[src/rtl/chunk_add_seq_if.sv]
// Client-side bundle for chunk_add_seq: request, operands and the registered result.
// Defining CHUNK_ADD_SEQ_OVF_EN adds the signed-overflow flag ovf.
interface chunk_add_seq_if #(
    parameter int N = 8,
    parameter int K = 4
);
    localparam int W = N * K;

    logic         start;
    logic [W-1:0] a;
    logic [W-1:0] b;
    logic         cin;
    logic         busy;
    logic         done;
    logic [W-1:0] sum;
    logic         cout;
`ifdef CHUNK_ADD_SEQ_OVF_EN
    logic         ovf;
`endif

    modport master (
        output start, a, b, cin,
`ifdef CHUNK_ADD_SEQ_OVF_EN
        input  ovf,
`endif
        input  busy, done, sum, cout
    );

    modport slave (
        input  start, a, b, cin,
`ifdef CHUNK_ADD_SEQ_OVF_EN
        output ovf,
`endif
        output busy, done, sum, cout
    );
endinterface

[src/rtl/chunk_add_seq.sv]
// Multi-precision adder: one N-bit adder reused over K cycles, LS chunk first.
// Optional feature macro: CHUNK_ADD_SEQ_OVF_EN (adds the signed overflow flag ovf).
module chunk_add_seq #(
    parameter int N = 8,
    parameter int K = 4
) (
    input logic            clk,
    input logic            rst,
    chunk_add_seq_if.slave bus_io
);
    localparam int W  = N * K;
    localparam int IW = (K > 1) ? $clog2(K) : 1;
    localparam logic [IW-1:0] LAST_IDX = IW'(K - 1);

    typedef enum logic [1:0] {IDLE, RUN, DONE} state_e;

    state_e        state_q, state_d;
    logic [IW-1:0] idx_q, idx_d;
    logic          carry_q, carry_d;
    logic [W-1:0]  aOp_q, aOp_d;
    logic [W-1:0]  bOp_q, bOp_d;
    logic [W-1:0]  sum_q, sum_d;
    logic          cout_q, cout_d;
`ifdef CHUNK_ADD_SEQ_OVF_EN
    logic          ovf_q, ovf_d;
    logic          msbCarryIn;
`endif

    logic          accept;
    logic          lastChunk;
    logic [N-1:0]  chunkA, chunkB, chunkSum;
    logic          chunkCarry;

    assign accept    = bus_io.start && ((state_q == IDLE) || (state_q == DONE));
    assign lastChunk = (idx_q == LAST_IDX);

    // The single shared N-bit ripple adder, fed from the private operand copies.
    assign chunkA = aOp_q[idx_q*N +: N];
    assign chunkB = bOp_q[idx_q*N +: N];
    assign {chunkCarry, chunkSum} = {1'b0, chunkA} + {1'b0, chunkB} + {{N{1'b0}}, carry_q};
`ifdef CHUNK_ADD_SEQ_OVF_EN
    assign msbCarryIn = chunkA[N-1] ^ chunkB[N-1] ^ chunkSum[N-1];
`endif

    always_ff @(posedge clk) begin
        if (rst) begin
            state_q <= IDLE;
            idx_q   <= '0;
            carry_q <= 1'b0;
            aOp_q   <= '0;
            bOp_q   <= '0;
            sum_q   <= '0;
            cout_q  <= 1'b0;
`ifdef CHUNK_ADD_SEQ_OVF_EN
            ovf_q   <= 1'b0;
`endif
        end else begin
            state_q <= state_d;
            idx_q   <= idx_d;
            carry_q <= carry_d;
            aOp_q   <= aOp_d;
            bOp_q   <= bOp_d;
            sum_q   <= sum_d;
            cout_q  <= cout_d;
`ifdef CHUNK_ADD_SEQ_OVF_EN
            ovf_q   <= ovf_d;
`endif
        end
    end

    always_comb begin
        state_d = state_q;
        unique case (state_q)
            IDLE:    if (bus_io.start) state_d = RUN;
            RUN:     if (lastChunk) state_d = DONE;
            DONE:    state_d = bus_io.start ? RUN : IDLE;
            default: state_d = IDLE;
        endcase
    end

    always_comb begin
        bus_io.busy = (state_q == RUN);
        bus_io.done = (state_q == DONE);
    end

    // Result and flags only change at the final chunk; sum slices land one per cycle.
    always_comb begin
        idx_d   = idx_q;
        carry_d = carry_q;
        aOp_d   = aOp_q;
        bOp_d   = bOp_q;
        sum_d   = sum_q;
        cout_d  = cout_q;
`ifdef CHUNK_ADD_SEQ_OVF_EN
        ovf_d   = ovf_q;
`endif
        if (accept) begin
            aOp_d   = bus_io.a;
            bOp_d   = bus_io.b;
            carry_d = bus_io.cin;
            idx_d   = '0;
        end else if (state_q == RUN) begin
            sum_d[idx_q*N +: N] = chunkSum;
            carry_d             = chunkCarry;
            idx_d               = idx_q + IW'(1);
            if (lastChunk) begin
                idx_d  = '0;
                cout_d = chunkCarry;
`ifdef CHUNK_ADD_SEQ_OVF_EN
                ovf_d  = msbCarryIn ^ chunkCarry;
`endif
            end
        end
    end

    assign bus_io.sum  = sum_q;
    assign bus_io.cout = cout_q;
`ifdef CHUNK_ADD_SEQ_OVF_EN
    assign bus_io.ovf  = ovf_q;
`endif
endmodule

[src/flat_wrapper.sv]
// flat-port wrapper written by rule: the top's interface ports become plain ports
module chunk_add_seq_flat 
#(
    parameter int N = 8,
    parameter int K = 4
)
  (clk, rst, bus_io_start, bus_io_a, bus_io_b, bus_io_cin, bus_io_busy, bus_io_done, bus_io_sum, bus_io_cout);
  chunk_add_seq_if #(.N(N), .K(K)) bus_io_i ();
  input logic clk;
  input logic rst;
  input wire logic [$bits(bus_io_i.start)-1:0] bus_io_start;
  input wire logic [$bits(bus_io_i.a)-1:0] bus_io_a;
  input wire logic [$bits(bus_io_i.b)-1:0] bus_io_b;
  input wire logic [$bits(bus_io_i.cin)-1:0] bus_io_cin;
  output wire logic [$bits(bus_io_i.busy)-1:0] bus_io_busy;
  output wire logic [$bits(bus_io_i.done)-1:0] bus_io_done;
  output wire logic [$bits(bus_io_i.sum)-1:0] bus_io_sum;
  output wire logic [$bits(bus_io_i.cout)-1:0] bus_io_cout;
  assign bus_io_i.start = bus_io_start;
  assign bus_io_i.a = bus_io_a;
  assign bus_io_i.b = bus_io_b;
  assign bus_io_i.cin = bus_io_cin;
  assign bus_io_busy = bus_io_i.busy;
  assign bus_io_done = bus_io_i.done;
  assign bus_io_sum = bus_io_i.sum;
  assign bus_io_cout = bus_io_i.cout;
  chunk_add_seq #(.N(N), .K(K)) u_core (.clk(clk), .rst(rst), .bus_io(bus_io_i));
endmodule
[config.mk]
export PLATFORM = sky130hd
export DESIGN_NAME = chunk_add_seq_flat
export DESIGN_NICKNAME = d
export VERILOG_FILES = /design/src/rtl/chunk_add_seq_if.sv /design/src/rtl/chunk_add_seq.sv /design/src/flat_wrapper.sv
export SDC_FILE = /design/constraint.sdc
export NUM_CORES = 1
export LEC_CHECK = 0
export ABC_AREA = 1
export CAP_MARGIN = 20
export CORE_MARGIN = 2
export CORE_UTILIZATION = 50
export CTS_CLUSTER_SIZE = 25
export DETAILED_ROUTE_END_ITERATION = 16
export GPL_TIMING_DRIVEN = 1
export PLACE_DENSITY = 0.85
export SYNTH_ARGS = -nofsm -noshare
export SYNTH_HDL_FRONTEND = slang
export SYNTH_SLANG_ARGS = --single-unit
[constraint.sdc]
create_clock -name clk -period 3.02 [get_ports clk]
set_input_delay 0.604 -clock clk [delete_from_list [all_inputs] [get_ports clk]]
set_output_delay 0.604 -clock clk [all_outputs]
set_load 0.01 [all_outputs]
== Yosys cells after proc, flatten, opt, wreduce, memory -nomap -nowiden ==
Cells that the tools add are included.

* Register bits: 102
* Latch bits: 0
* Memory bits (writable): 0
* Memory bits (read-only): 0
* Input port bits: 68
* Output and inout bits: 35
* Logic and storage cells: 37
* Memories: 0

* Add/subtract/negate cells: 4
* $mul: 0
* Divide/modulo/power cells: 0
* Order comparisons: 0
* Eq/ne operators: 5
* Shift-type cells: 4
* Muxes and demuxes: 8
* Bitwise logic cells: 1
* Reduce and logical (&&, ||, !) cells: 8

{| class="wikitable"
|+ Operator list
! cell !! number
|-
| $shiftx A32 B6 Y8 || 2
|-
| $neg A5 Y34 || 1
|-
| $shift A8 B34 Y32 const A || 1
|-
| $shiftx A8 B34 Y32 || 1
|-
| $bwmux W32 || 1
|-
| $add A8 B8 Y9 || 1
|-
| $add A9 B1 Y9 || 1
|-
| $mux W2 || 3
|-
| $pmux W2 S3 || 1
|-
| $eq A2 B2 Y1 const B || 2
|-
| $reduce_and A2 Y1 || 2
|-
| $mux W1 || 3
|-
| $reduce_and A3 Y1 || 1
|-
| $add A2 B1 Y2 const B || 1
|-
| $eq A2 B1 Y1 const B || 1
|-
| $logic_not A2 Y1 || 1
|-
| $ne A2 B1 Y1 const B || 1
|-
| $ne A2 B2 Y1 const B || 1
|-
| $reduce_bool A2 Y1 || 1
|-
| $reduce_or A2 Y1 || 1
|-
| $logic_and A1 B1 Y1 || 1
|-
| $logic_or A1 B1 Y1 || 1
|-
| $not A1 Y1 || 1
|}

== Longest topological paths before layout ==
* Depth in word-level cells: 5
* Mapped depth: 16
* Gate-level depth less buffers: 15

== Least setup slack after synthesis ==
Ideal clock, no wire load.

* Kind: register -> register
* From: reg u_core.idx_q[0]
* To: reg u_core.sum_q[28] (netlist: u_core.bus_io.sum[28])
* Library setup time: 71 ps
* Arrival time: 2519 ps
* Data required time: 2949 ps
* Setup slack: 431 ps
* Stages on the path, launching flop included: 15
* Buffers on the path: 2
* Clock period less this slack: 2589 ps
* Path through: dfxtp_1 > buf_2 > clkbuf_1 > nor2_1 > o22ai_1 > fa_1 > inv_1 > fa_1 > inv_1 > nand2_1 > nand2_1 > nand2_1 > xnor2_1 > nand4_1 > a21oi_1

* Word-level cells in the longest chain between the ends: 5
* Elaborated cells on any way between the ends: 8
* Those cells by class: 3 x add/sub; 4 x shift; 1 x mux

{| class="wikitable"
|+ RTL lines
! item !! line !! text
|-
| start: declaration || chunk_add_seq.sv:18 || <nowiki>logic [IW-1:0] idx_q, idx_d;</nowiki>
|-
| start signal: assignment || chunk_add_seq.sv:59 || <nowiki>idx_q <= idx_d;</nowiki>
|-
| $shiftx A32 B6 Y8, on equally long branches || chunk_add_seq.sv:38, chunk_add_seq.sv:39 ||
|-
| $add A8 B8 Y9 || chunk_add_seq.sv:40 || <nowiki>assign {chunkCarry, chunkSum} = {1'b0, chunkA} + {1'b0, chunkB} + {{N{1'b0}}, carry_q};</nowiki>
|-
| $add A9 B1 Y9 || chunk_add_seq.sv:40 ||
|-
| $shiftx A8 B34 Y32 || chunk_add_seq.sv:103 || <nowiki>sum_d[idx_q*N +: N] = chunkSum;</nowiki>
|-
| $bwmux W32 * || chunk_add_seq.sv:103 ||
|-
| end signal: assignment || chunk_add_seq.sv:63 || <nowiki>sum_q <= sum_d;</nowiki>
|-
| end: declaration || chunk_add_seq.sv:22 || <nowiki>logic [W-1:0] sum_q, sum_d;</nowiki>
|}

Every way passes the cells marked *; elsewhere a longest branch is shown, timed or not.
A chain may end at the register's enable or synchronous reset.

== Worst setup path in the final report ==
* From: reg u_core.idx_q[0]
* To: reg u_core.sum_q[20] (netlist: u_core.bus_io.sum[20])

Same word-level chain as after synthesis.

==> results.txt <==
----------------------------------------------------
[Logic synthesis]
  Ranking of synthesized cells by area ... dfxtp_1 45%, nor2_1 14%, o21ai_0 10%
  Cell taking the most area after synthesis ... dfxtp_1
  Number of enable-type register cells in the synthesized netlist ... 0
  Number of warnings reported in the yosys synthesis log ... 0
  Net count after synthesis ... 707
  Synth unique cells ... 30
  Cells after synthesis ... 624
  Share of the yosys chip area belonging to registers ... 45.2%
  Seq cells post-synth ... 102
  Synth Cell Area ... 0.00452 sq mm
  Dominant register cell in the synthesized netlist ... dfxtp_1
  Avg Cell Area, Syn ... 7.24 sq um
  Share of flip-flops with an asynchronous set or reset ... 0%
  Area fraction of the dominant cell type after synthesis ... 45.2%

[Power and ir drop]
  Clock Power Share ... 28.9%
  Maximum ir drop on the vdd rail ... 275 uV
  Switching power as a share of total power ... 29.5%
  Power density over cell area ... 505 mW/mm^2
  Internal power component ... 2060 uW
  Fraction of power consumed by combinational cells ... 20.5%
  Switching Power ... 864 uW
  Part of the power in registers ... 50.7%
  Final Total Pwr ... 2930 uW
  Leak ... 0.00230 uW

[CTS]
  Max clock buf depth ... 2
  Clock latency at the later pin of the worst-skew pair ... 0.37 ns
  Root Buffer ... clkbuf_8
  Clock-pin transition on the worst setup and hold timing paths ... 0.10 ns
  Number of clock sinks seen by CTS ... 102
  Number of buffers inserted by post-CTS setup repair ... 0
  TritonCTS clock tree ... done
  H-tree lvl count ... 3
  Clock buffer count from CTS ... 9

[Global routing]
  Pin count of the biggest net entering global routing ... 66
  Global-route wire length before repair ... 19,600 microns
  Initial antenna violation count ... 0
  Total global routing overflow ... 0
  Total routing usage reported by global routing ... 24.4%
  Number of global-route vias before repair ... 4,196

[Status]
  Result of the run ... finished clean

[Floorplanning]
  Site Rows ... 34
  Die extent in x ... 99.0 microns
  Core footprint ... 0.00872 sq mm
  Num ports ... 103
  Area of the die ... 0.00981 sq mm
  Starting Density ... 51.8%
  DIE HEIGHT ... 99.0 microns

[Placed design]
  Cell total after placement ... 808
  Buffers on Ports ... 102
  Routability congestion estimate ... 0.926
  Half-perimeter wire length of the detailed placement result ... 8900 microns

[STA]
  Final Max Tran Viols ... 0
  Worst clock skew ... 0.0142 ns
  Fraction of the cycle the final worst path needs ... 89.5%
  Final hold violations ... 0
  Highest clock frequency the design can meet ... 370 MHz
  Summed negative setup slack over all endpoints ... 0 ns
  Relative slew margins ... 59.4%
  Transition time at the pin with the least slew margin ... 0.609 ns
  Setup-violating endpoint count in the final report ... 0
  Period minus WS final ... 2.70 ns

[Finish]
  FILL cells ... 757
  Number of non-filler instances in the completed layout ... 823
  NumNets Final ... 794
  Area of combinational cells with multiple inputs ... 0.00223 sq mm
  Number of inserted diodes ... 0
  Area added between synthesis and finish ... 28.3%
  Share of post-route cells with drive strength above 1 ... 4.76%
  Sequential standard cell area ... 0.00204 sq mm

[Worst setup path]
  Category of the critical setup timing path ... reg2reg
  Kind of end point of the critical path ... register
  Worst path cell trace ... buf_6, o21ai_0, o22ai_1, fa_1, inv_1, fa_1, inv_1, nand2_1, nand2_1, nand2_1, xnor2_1, nand3_1, a21oi_1
  Arrival time worst endpoint ... 3.01 ns
  Cell repeated most along the worst path ... nand2_1
  Critical Path Start Type ... register
  Largest fanout on the critical path ... 42
  Data required time of the critical path ... 3.33 ns
  Crit-path slowest cell ... dfxtp_1
  Slowest Stage Delay on Critical Path ... 0.41 ns

[Drt]
  Aggregate routed wire length ... 11,800 microns
  Router iterations before antenna repair ... 5
  Via count ... 4,433
  Post-route DRC violation count ... 0
  DRC marker count from the first detailed-route iteration ... 183
  Vias per std cell ... 5.39
  Antenna-violating nets left ... 0
  Routed WL per cell ... 14.4 microns

[Run]
  Maximum Capacitance Violations ... 0

[Hold path]
  Min-delay worst type ... reg2reg

----------------------------------------------------
-- cells in the final DEF (no fill, tap or decap), types with 2 or more instances in the layout --
| cell | n |
|---|---|
| buf_4 | 8 |
| nand4_1 | 7 |
| a32oi_1 | 3 |
| a21oi_1 | 37 |
| clkinvlp_4 | 2 |
| nor2_1 | 170 |
| nor2_4 | 3 |
| clkbuf_8 | 9 |
| nand3_1 | 14 |
| nor3_1 | 2 |
| xnor2_1 | 2 |
| inv_2 | 2 |
| fa_1 | 2 |
| dfxtp_1 | 102 |
| o21ai_0 | 92 |
| inv_1 | 23 |
| ha_1 | 13 |
| nand2_1 | 89 |
| clkdlybuf4s50_1 | 102 |
| a22oi_1 | 3 |
| o22ai_1 | 14 |
-- what timing repair did --
action                                  in CTS  in global routing
endpoints found under the setup margin       0                  4
hold buffers                                 0                  0
endpoints found under the hold margin        0                  0
gates resized for setup                      0                  2
-- kinds of logic after synthesis --
| family | Yosys count | share of synthesized area (%) |
|---|---|---|
| XOR/XNOR | 3 | 0.582 |
| adder cells (fa/ha/maj) | 15 | 4.49 |
| AND/OR/NAND/NOR | 290 | 26.5 |
| multiplexers | 1 | 0.222 |
| AO/OA/AOI/OAI | 151 | 17.7 |
| buffers and inverters | 62 | 5.38 |
| flip-flops | 102 | 45.2 |
-- area by class of cell --
class | instances | area share [%]
multi-input cells | 460 | 38.5
flip-flops and latches | 102 | 35.2
repair buffers | 111 | 18.9
well taps | 108 | 2.33
clock buffers | 10 | 2.20
inverters | 27 | 1.81
clock inverters | 5 | 1.04
-- registers in the layout, summed over array words and instances (netlist names) --
register / flops
u_core.aOp_q: 32
u_core.bOp_q: 32
u_core.bus_io.cout: 1
u_core.bus_io.sum: 32
u_core.carry_q: 1
u_core.idx_q: 2
u_core.state_q: 2
-- per-stage QoR --
| step | area, sq um | hold slack [ns] | setup WS [ns] | util (%) |
|---|---|---|---|---|
| 3_3_place_gp | 5600 | 0.452 | 0.404 | 64.2 |
| 5_1_grt | 5790 | 0.490 | -0.0120 | 66.4 |
| 2_1_floorplan | 4520 | 0.449 | 0.431 | - |
| 3_5_place_dp | 5600 | 0.460 | 0.336 | 64.2 |
| 6_report | 5790 | 0.471 | 0.318 | 66.4 |
| 4_1_cts | 5790 | 0.473 | 0.304 | 66.3 |
-- final timing paths --
path,cells past startpoint,slack (ns),startpoint,to
worst max-delay path,13,0.32,u_core.idx_q[0],u_core.bus_io.sum[20]
worst max register to register,13,0.32,u_core.idx_q[0],u_core.bus_io.sum[20]
worst min register to register,2,0.47,u_core.bus_io.sum[2],u_core.bus_io.sum[2]
worst min-delay path,2,0.47,u_core.bus_io.sum[2],u_core.bus_io.sum[2]
-- critical path: cells and delay by family, from the launching register on --
family,cells,cell delay (ns)
and+or+nand+nor,4,0.34
AOI/OAI and AO/OA,3,0.49
xor gates and xnor gates,1,0.31
buffers and inverters,3,0.47
DFF,1,0.41
adders and majority gates,2,0.63
-- synthesized netlist by cell type, types with 3 or more instances --
cell type  count
nor2_1       170
dfxtp_1      102
o21ai_0       92
nand2_1       89
a21oi_1       37
clkbuf_1      24
inv_1         24
nand3_1       14
o22ai_1       14
ha_1          13
buf_2          8
nand4_1        7
a22oi_1        3
a32oi_1        3
buf_1          3
nor2_4         3
-- power by group through the flow --
stage               Sequential (uW)  Combinational (uW)  Clock (uW)
finish                         1480                 599         845
CTS                            1480                 597         852
floorplan                      1500                 373           0
detailed placement             1510                 595           0
global placement               1510                 580           0
global route                   1490                 668         901
-- layer usage --
layer,track usage (%),vias up,part of all wire [%]
met4,7.59,0,1.9
met3,4.11,19,4.6
met5,0,-,0
met1,30.9,2059,44
li1,-,2220,-
met2,42.7,135,49
Note: power is estimated with default switching activity, not from simulation.
